[src/rtl/fifo_buffer_pkg.sv]
// Shared defaults for the stream input buffer.
// Other blocks that embed a fifo_buffer can pull matching sizes from here,
// so the buffer and its users agree on word width and depth.
package fifo_buffer_pkg;
  localparam int DEF_NUM_SLOTS     = 4;
  localparam int DEF_LOG_NUM_SLOTS = 2;
  localparam int DEF_DATA_WIDTH    = 8;
endpackage : fifo_buffer_pkg

[src/rtl/fifo_buffer.sv]
// fifo_buffer: synchronous first-word-fall-through FIFO.
// This is the input buffer of stream modules. It decouples a valid-only producer
// from a downstream consumer. The head word is always visible on data_read.
// Ports:
//   clk          rising-edge clock
//   rst          synchronous active-high reset (clears pointers and count)
//   data_write   word to push
//   write        push request (dropped when full)
//   full         count == NUM_SLOTS
//   almost_full  count >= NUM_SLOTS-1
//   data_read    head word, 0 while empty
//   next_read    pop request (ignored when empty)
//   empty        count == 0
module fifo_buffer
  import fifo_buffer_pkg::*;
#(
  parameter int NUM_SLOTS     = DEF_NUM_SLOTS,
  parameter int LOG_NUM_SLOTS = DEF_LOG_NUM_SLOTS,
  parameter int DATA_WIDTH    = DEF_DATA_WIDTH
) (
  input  logic                  clk,
  input  logic                  rst,
  input  logic [DATA_WIDTH-1:0] data_write,
  input  logic                  write,
  output logic                  full,
  output logic                  almost_full,
  output logic [DATA_WIDTH-1:0] data_read,
  input  logic                  next_read,
  output logic                  empty
);

  if (NUM_SLOTS < 2 || (2 ** LOG_NUM_SLOTS) < NUM_SLOTS) begin : g_bad_params
    $error("fifo_buffer: need NUM_SLOTS >= 2 and 2**LOG_NUM_SLOTS >= NUM_SLOTS");
  end

  localparam logic [LOG_NUM_SLOTS:0]   FULL_CNT = NUM_SLOTS[LOG_NUM_SLOTS:0];
  localparam logic [LOG_NUM_SLOTS:0]   AF_CNT   = FULL_CNT - 1'b1;
  localparam logic [LOG_NUM_SLOTS-1:0] LAST_PTR = LOG_NUM_SLOTS'(NUM_SLOTS - 1);

  // Explicit wrap keeps non-power-of-two depths correct.
  function automatic logic [LOG_NUM_SLOTS-1:0] ptr_inc(input logic [LOG_NUM_SLOTS-1:0] p);
    return (p == LAST_PTR) ? '0 : p + 1'b1;
  endfunction

  logic [DATA_WIDTH-1:0]    mem_q [NUM_SLOTS];
  logic [LOG_NUM_SLOTS-1:0] wr_ptr_q, wr_ptr_d;
  logic [LOG_NUM_SLOTS-1:0] rd_ptr_q, rd_ptr_d;
  logic [LOG_NUM_SLOTS:0]   count_q, count_d;
  logic                     push, pop;

  // The flags depend only on the registered count. So a push into a full FIFO is
  // dropped even when a pop is accepted in the same cycle. Likewise a pop from an
  // empty FIFO is ignored even when a push arrives in the same cycle. There is no bypass.
  assign empty       = (count_q == '0);
  assign full        = (count_q == FULL_CNT);
  assign almost_full = (count_q >= AF_CNT);
  assign data_read   = empty ? '0 : mem_q[rd_ptr_q];

  always_comb begin
    push     = write && !full;
    pop      = next_read && !empty;
    wr_ptr_d = wr_ptr_q;
    rd_ptr_d = rd_ptr_q;
    count_d  = count_q;
    if (push) wr_ptr_d = ptr_inc(wr_ptr_q);
    if (pop)  rd_ptr_d = ptr_inc(rd_ptr_q);
    case ({push, pop})
      2'b10:   count_d = count_q + 1'b1;
      2'b01:   count_d = count_q - 1'b1;
      default: count_d = count_q;
    endcase
  end

  always_ff @(posedge clk) begin
    if (rst) begin
      wr_ptr_q <= '0;
      rd_ptr_q <= '0;
      count_q  <= '0;
    end else begin
      wr_ptr_q <= wr_ptr_d;
      rd_ptr_q <= rd_ptr_d;
      count_q  <= count_d;
    end
  end

  // The storage is not reset. Only entries below count are ever observed.
  always_ff @(posedge clk) begin
    if (push && !rst) mem_q[wr_ptr_q] <= data_write;
  end

`ifndef SYNTHESIS
  a_count_bound: assert property (@(posedge clk) count_q <= FULL_CNT)
    else $error("fifo_buffer: count exceeds NUM_SLOTS");
  a_flags_excl:  assert property (@(posedge clk) !(empty && full))
    else $error("fifo_buffer: empty and full both high");
`endif

endmodule : fifo_buffer

[config.mk]
export PLATFORM = sky130hd
export DESIGN_NAME = fifo_buffer
export DESIGN_NICKNAME = d
export VERILOG_FILES = /design/src/rtl/fifo_buffer_pkg.sv /design/src/rtl/fifo_buffer.sv
export SDC_FILE = /design/constraint.sdc
export NUM_CORES = 1
export LEC_CHECK = 0
export CAP_MARGIN = 10
export CORE_UTILIZATION = 53
export DETAILED_ROUTE_END_ITERATION = 8
export PLACE_DENSITY = 0.84
export SLEW_MARGIN = 20
export SYNTH_ARGS = -nofsm -noshare
export SYNTH_HDL_FRONTEND = slang
export SYNTH_SLANG_ARGS = --single-unit
[constraint.sdc]
create_clock -name clk -period 3.1 [get_ports clk]
set_clock_uncertainty 0.2 [all_clocks]
set_input_delay 0.465 -clock clk [delete_from_list [all_inputs] [get_ports clk]]
set_output_delay 0.465 -clock clk [all_outputs]
set_load 0.005 [all_outputs]
Yosys cells after proc, flatten, opt, wreduce, memory -nomap -nowiden
Memory sizes are Yosys's and may differ from the RTL's. A register that Yosys moved wholly into a read port is not among the register bits.
Cells that the tools add are included.
- input port bits: 12
- logic and storage cells: 30
- output and inout bits: 11
- memories: 1
- register bits after elaboration: 7
- RAM bits: 32
- add/subtract/negate cells: 4
- equal/unequal tests: 5
- reduce and logical (&&, ||, !) cells: 8
- order comparisons: 1
- multiplexer cells: 8
- memory list (name ; depth ; bits a word ; read ports ; clocked after memory_dff ; write ports ; RTL line ; RTL):
    mem_q ; 4 ; 8 ; 1 ; 1 ; 1 ; fifo_buffer.sv:45 ; logic [DATA_WIDTH-1:0] mem_q [NUM_SLOTS];
- operator list (cell ; number):
    2-to-1 mux 2 bit ; 4
    2-to-1 mux 8 bit ; 1
    equality test 2 bit (second input constant) ; 3
    case mux 3 bit (2 select lines) ; 1
    adder 2 x 1 -> 2 bit (second input constant) ; 2
    adder 3 x 1 -> 3 bit (second input constant) ; 1
    equality test 3 bit (second input constant) ; 1
    >= comparator 3 x 2 -> 1 bit (second input constant) ; 1
    logical AND 1 bit ; 3
    logical NOT 1 bit ; 3
    logical NOT 3 bit ; 1
    subtractor 3 x 1 -> 3 bit (second input constant) ; 1
    equality test 2 x 1 -> 1 bit (second input constant) ; 1
    2-to-1 mux 1 bit ; 2
    nonzero test 2 bit ; 1

Logic depth before layout (Yosys ltp)
- depth in word-level cells: 6
- depth in mapped cells: 8
- mapped depth without buffers: 8

Worst setup path before layout
Ideal clock, no wire load.
- kind: reg-to-reg
- from: register count_q[2]
- to: register count_q[2]
- arrival: 2.138 ns
- stages on the path, launching flop included: 9
- path buffers: 0
- required time: 2.829 ns
- setup time: 0.071 ns
- clock period less this slack: 2.409 ns
- slack: 0.691 ns
- cells stage by stage: dfxtp_1 > or3b_4 > nand2_4 > ha_1 > inv_1 > fa_1 > xor2_1 > or3_2 > a21oi_1
- longest elaborated chain between the ends: 5
- elaborated cells on any way between the ends: 12
- classes of those cells: add/sub: 2; eq/ne: 3; mux: 1; reduce/logical: 6
- ends and longest elaborated chain (item ; RTL line ; RTL):
    from (decl) ; fifo_buffer.sv:48 ; logic [LOG_NUM_SLOTS:0] count_q, count_d;
    from (signal assigned) ; fifo_buffer.sv:82 ; count_q <= count_d;
    equality test 3 bit or logical NOT 3 bit (tied branches) ; fifo_buffer.sv:55, fifo_buffer.sv:54 ;
    logical NOT 1 bit, on equally long branches ; fifo_buffer.sv:60, fifo_buffer.sv:61 ;
    logical AND 1 bit, on equally long branches ; fifo_buffer.sv:60, fifo_buffer.sv:61 ;
    equality test 2 x 1 -> 1 bit or equality test 2 bit (tied branches) ; fifo_buffer.sv:67 ; case ({push, pop})
    case mux 3 bit (2 select lines) or nonzero test 2 bit (tied branches) ; n/a ;
Parallel ways exist; a longest one is shown, timed or not.
A chain may end at the register's enable or synchronous reset.

==> results.sh <==
export IMPL_reg2regPathDepth=8
export IMPL_vias=947
export IMPL_cts_root_buf="clkbuf_4"
export IMPL_final_setup_viol_count=0
export IMPL_routedWlPerCell_um=16.8
export IMPL_ys_warn_count=0
export IMPL_netlist_area_mm2=0.00171
export IMPL_cp_start_kind="register"
export IMPL_drive_gt1_share_pct=22.8
export IMPL_start_util_pct=56.0
export IMPL_pin_count=23
export IMPL_syn2layout_area_growth_pct=23.5
export IMPL_final_area_mm2=0.00211
export IMPL_hp_start="rd_ptr_q[0]"
export IMPL_route_detailed_drc=0
export IMPL_worstPathMaxFanout=8
export IMPL_max_freq_mhz=366
export IMPL_power_density_mw_per_mm2=770
export IMPL_drt_pass1_iterations=4
export IMPL_ys_async_sr_fraction_pct=0
export IMPL_clock_latency_ns=0.35
export IMPL_synth_seq_area_share_pct=66.7
export IMPL_nNetsFinal=154
export IMPL_whs_path_depth=2
export IMPL_power_leakage_nw=0.772
export IMPL_worstSetupPathType="reg -> out"
export IMPL_via_per_inst=5.26
export IMPL_rsz0062_at_grt="false"
export IMPL_grt_pass1_wl_mm=4.75
export IMPL_layout_commonest_cell="edfxtp_1"
export IMPL_place_gp_congestion=0.653
export IMPL_ir_drop_mv=0.402
export IMPL_place_inst=172
export IMPL_core_area_mm2=0.00305
export IMPL_syn_avg_cell_area_um2=16.6
export IMPL_cp_arrival_ns=2.07
export IMPL_worst_path_dominant_cell_family="multiplexers"
export IMPL_fillCellCount=225
export IMPL_p_total_mw=1.63
export IMPL_cts_tree="yes"
export IMPL_cts_setup_buffers=0
export IMPL_slowest_delay_ns=0.55
export IMPL_detailed_place_hpwl_mm=2.09
export IMPL_hold_class="reg -> reg"
export IMPL_ys_ff_latch=41
export IMPL_synth_main_ff_cell="edfxtp_1"
export IMPL_tns_ns=0
export IMPL_clk_pin_slew_worst_paths_ns=0.12
export IMPL_rr_endpoint="count_q[2]"
export IMPL_critPathSlowestCell="mux4_2"
export IMPL_antenna_found_initial=0
export IMPL_drt_iter0_markers=35
export IMPL_yosys_cell_types_count=27
export IMPL_cts_max_path_buffers=2
export IMPL_dieArea_mm2=0.00346
export IMPL_routed_wl_mm=3.02
export IMPL_cts_sinks=41
export IMPL_hold_viol=0
export IMPL_synthesis_nets=122
export IMPL_slew_violations=0
export IMPL_final_cells=180
export IMPL_synth_edff_count=32
export IMPL_r2r_start="count_q[2]"
export IMPL_gr_total_overflow=0
export IMPL_required_ns=2.43
export IMPL_tightest_slew_ns=0.544
export IMPL_path_buf_inv=1
export IMPL_rows=20
export IMPL_drv_cap=0
export IMPL_fp_dieW_um=58.8
export IMPL_cts_buffers=5
export IMPL_grt_pass1_vias=964
export IMPL_holdBufCountCts=0
export IMPL_cts_htree_levels=2
export IMPL_placed_cell_area_mm2=0.00202
export IMPL_grt_max_degree=14
export IMPL_rrSetupSlack_ns=0.50
export IMPL_slew_headroom_pct=63.4
export IMPL_syn_inst=103
export IMPL_finalCritPeriodShare_pct=88.2
export IMPL_antenna_left=0
export IMPL_most_common_layout_cells="32 x edfxtp_1, 22 x clkdlybuf4s50_1, 8 x mux4_2, 8 x dfxtp_1, 7 x inv_1"
export IMPL_diodes=0
export IMPL_outcome="complete, no violations"
export IMPL_end_kind="output pin"
export IMPL_min_period_ns=2.73
export IMPL_numPortBuffers=22
export IMPL_die_h_um=58.8
export IMPL_crit_path_cell_trace="mux4_2 > and2b_2 > clkdlybuf4s50_1"
export IMPL_track_usage_pct=20.6
-- repair_timing --
| action | 4_1_cts | 5_1_grt |
|---|---|---|
| resized for setup | 0 | 1 |
| endpoints found under the setup margin | 0 | 1 |
| hold endpoints to repair | 0 | 0 |
-- worst max-delay path by stage --
stage / end / start / cells after the start
after floorplan: count_q[2] / count_q[2] / 8
after global placement: count_q[2] / next_read / 9
after detailed placement: count_q[2] / next_read / 9
after CTS: data_read[1] / register / 3
after global routing: data_read[1] / register / 3
final: data_read[1] / register / 3
-- cells in the mapped netlist (all sizes together) (4+ instances only) --
cell	n	share of area, %
a21oi	4	1.2
inv	7	1.5
mux4	8	11
dfxtp	9	11
ha	6	4.4
nor2	5	1.1
and2b	8	3.7
nor3b	4	1.8
edfxtp	32	56
-- sequential cells by signal, summed over array words and instances (netlist names), named ones only --
name      count
rd_ptr_q      2
wr_ptr_q      2
count_q       3
mem_q        32
-- through the flow --
step	hold slack, ns	setup slack, ns	util (%)
3_3_place_gp	0.281	0.445	66.1
5_1_grt	0.329	0.241	69.2
4_1_cts	0.313	0.106	69.1
2_1_floorplan	0.264	0.691	-
6_report	0.300	0.365	69.2
3_5_place_dp	0.292	0.345	66.1
-- area by class of cell --
type	count	area, um2	area share, %
multi-input cells	52	531	25.1
inverters	7	26.3	1.24
well taps	44	55.1	2.61
repair buffers	28	265	12.6
flip-flops and latches	41	1140	54.1
clock buffers	7	87.6	4.15
clock inverters	1	5.00	0.237
-- tightest hold or removal path, stage by stage (launching register included) --
cell     delay [ns]
dfxtp_1        0.34
nand2_1        0.06
a21oi_1        0.07
-- logic make-up after synthesis --
kind of cell	Yosys count	synth area share, %
xor gates and xnor gates	2	1.02
buffers and inverters	10	2.27
muxes	10	11.8
AOI/OAI and AO/OA	8	2.85
adders and majority gates	7	5.56
and+or+nand+nor	25	9.80
DFF	41	66.7
-- layer usage --
layer / share of wire, % / vias to the layer above / wire (um) / GRT usage, %
li1: - / 445 / - / -
met1: 41 / 474 / 1240 / 24.0
met2: 52 / 23 / 1580 / 33.9
met3: 4.6 / 5 / 138 / 7.69
met4: 1.8 / 0 / 54 / 9.18
met5: 0 / - / 0 / 0
-- power breakdown --
group / internal (mW) / switching, mW
logic: 0.346 / 0.205
clock network: 0.185 / 0.174
registers: 0.650 / 0.0671
Note: power is estimated with default switching activity, not from simulation.
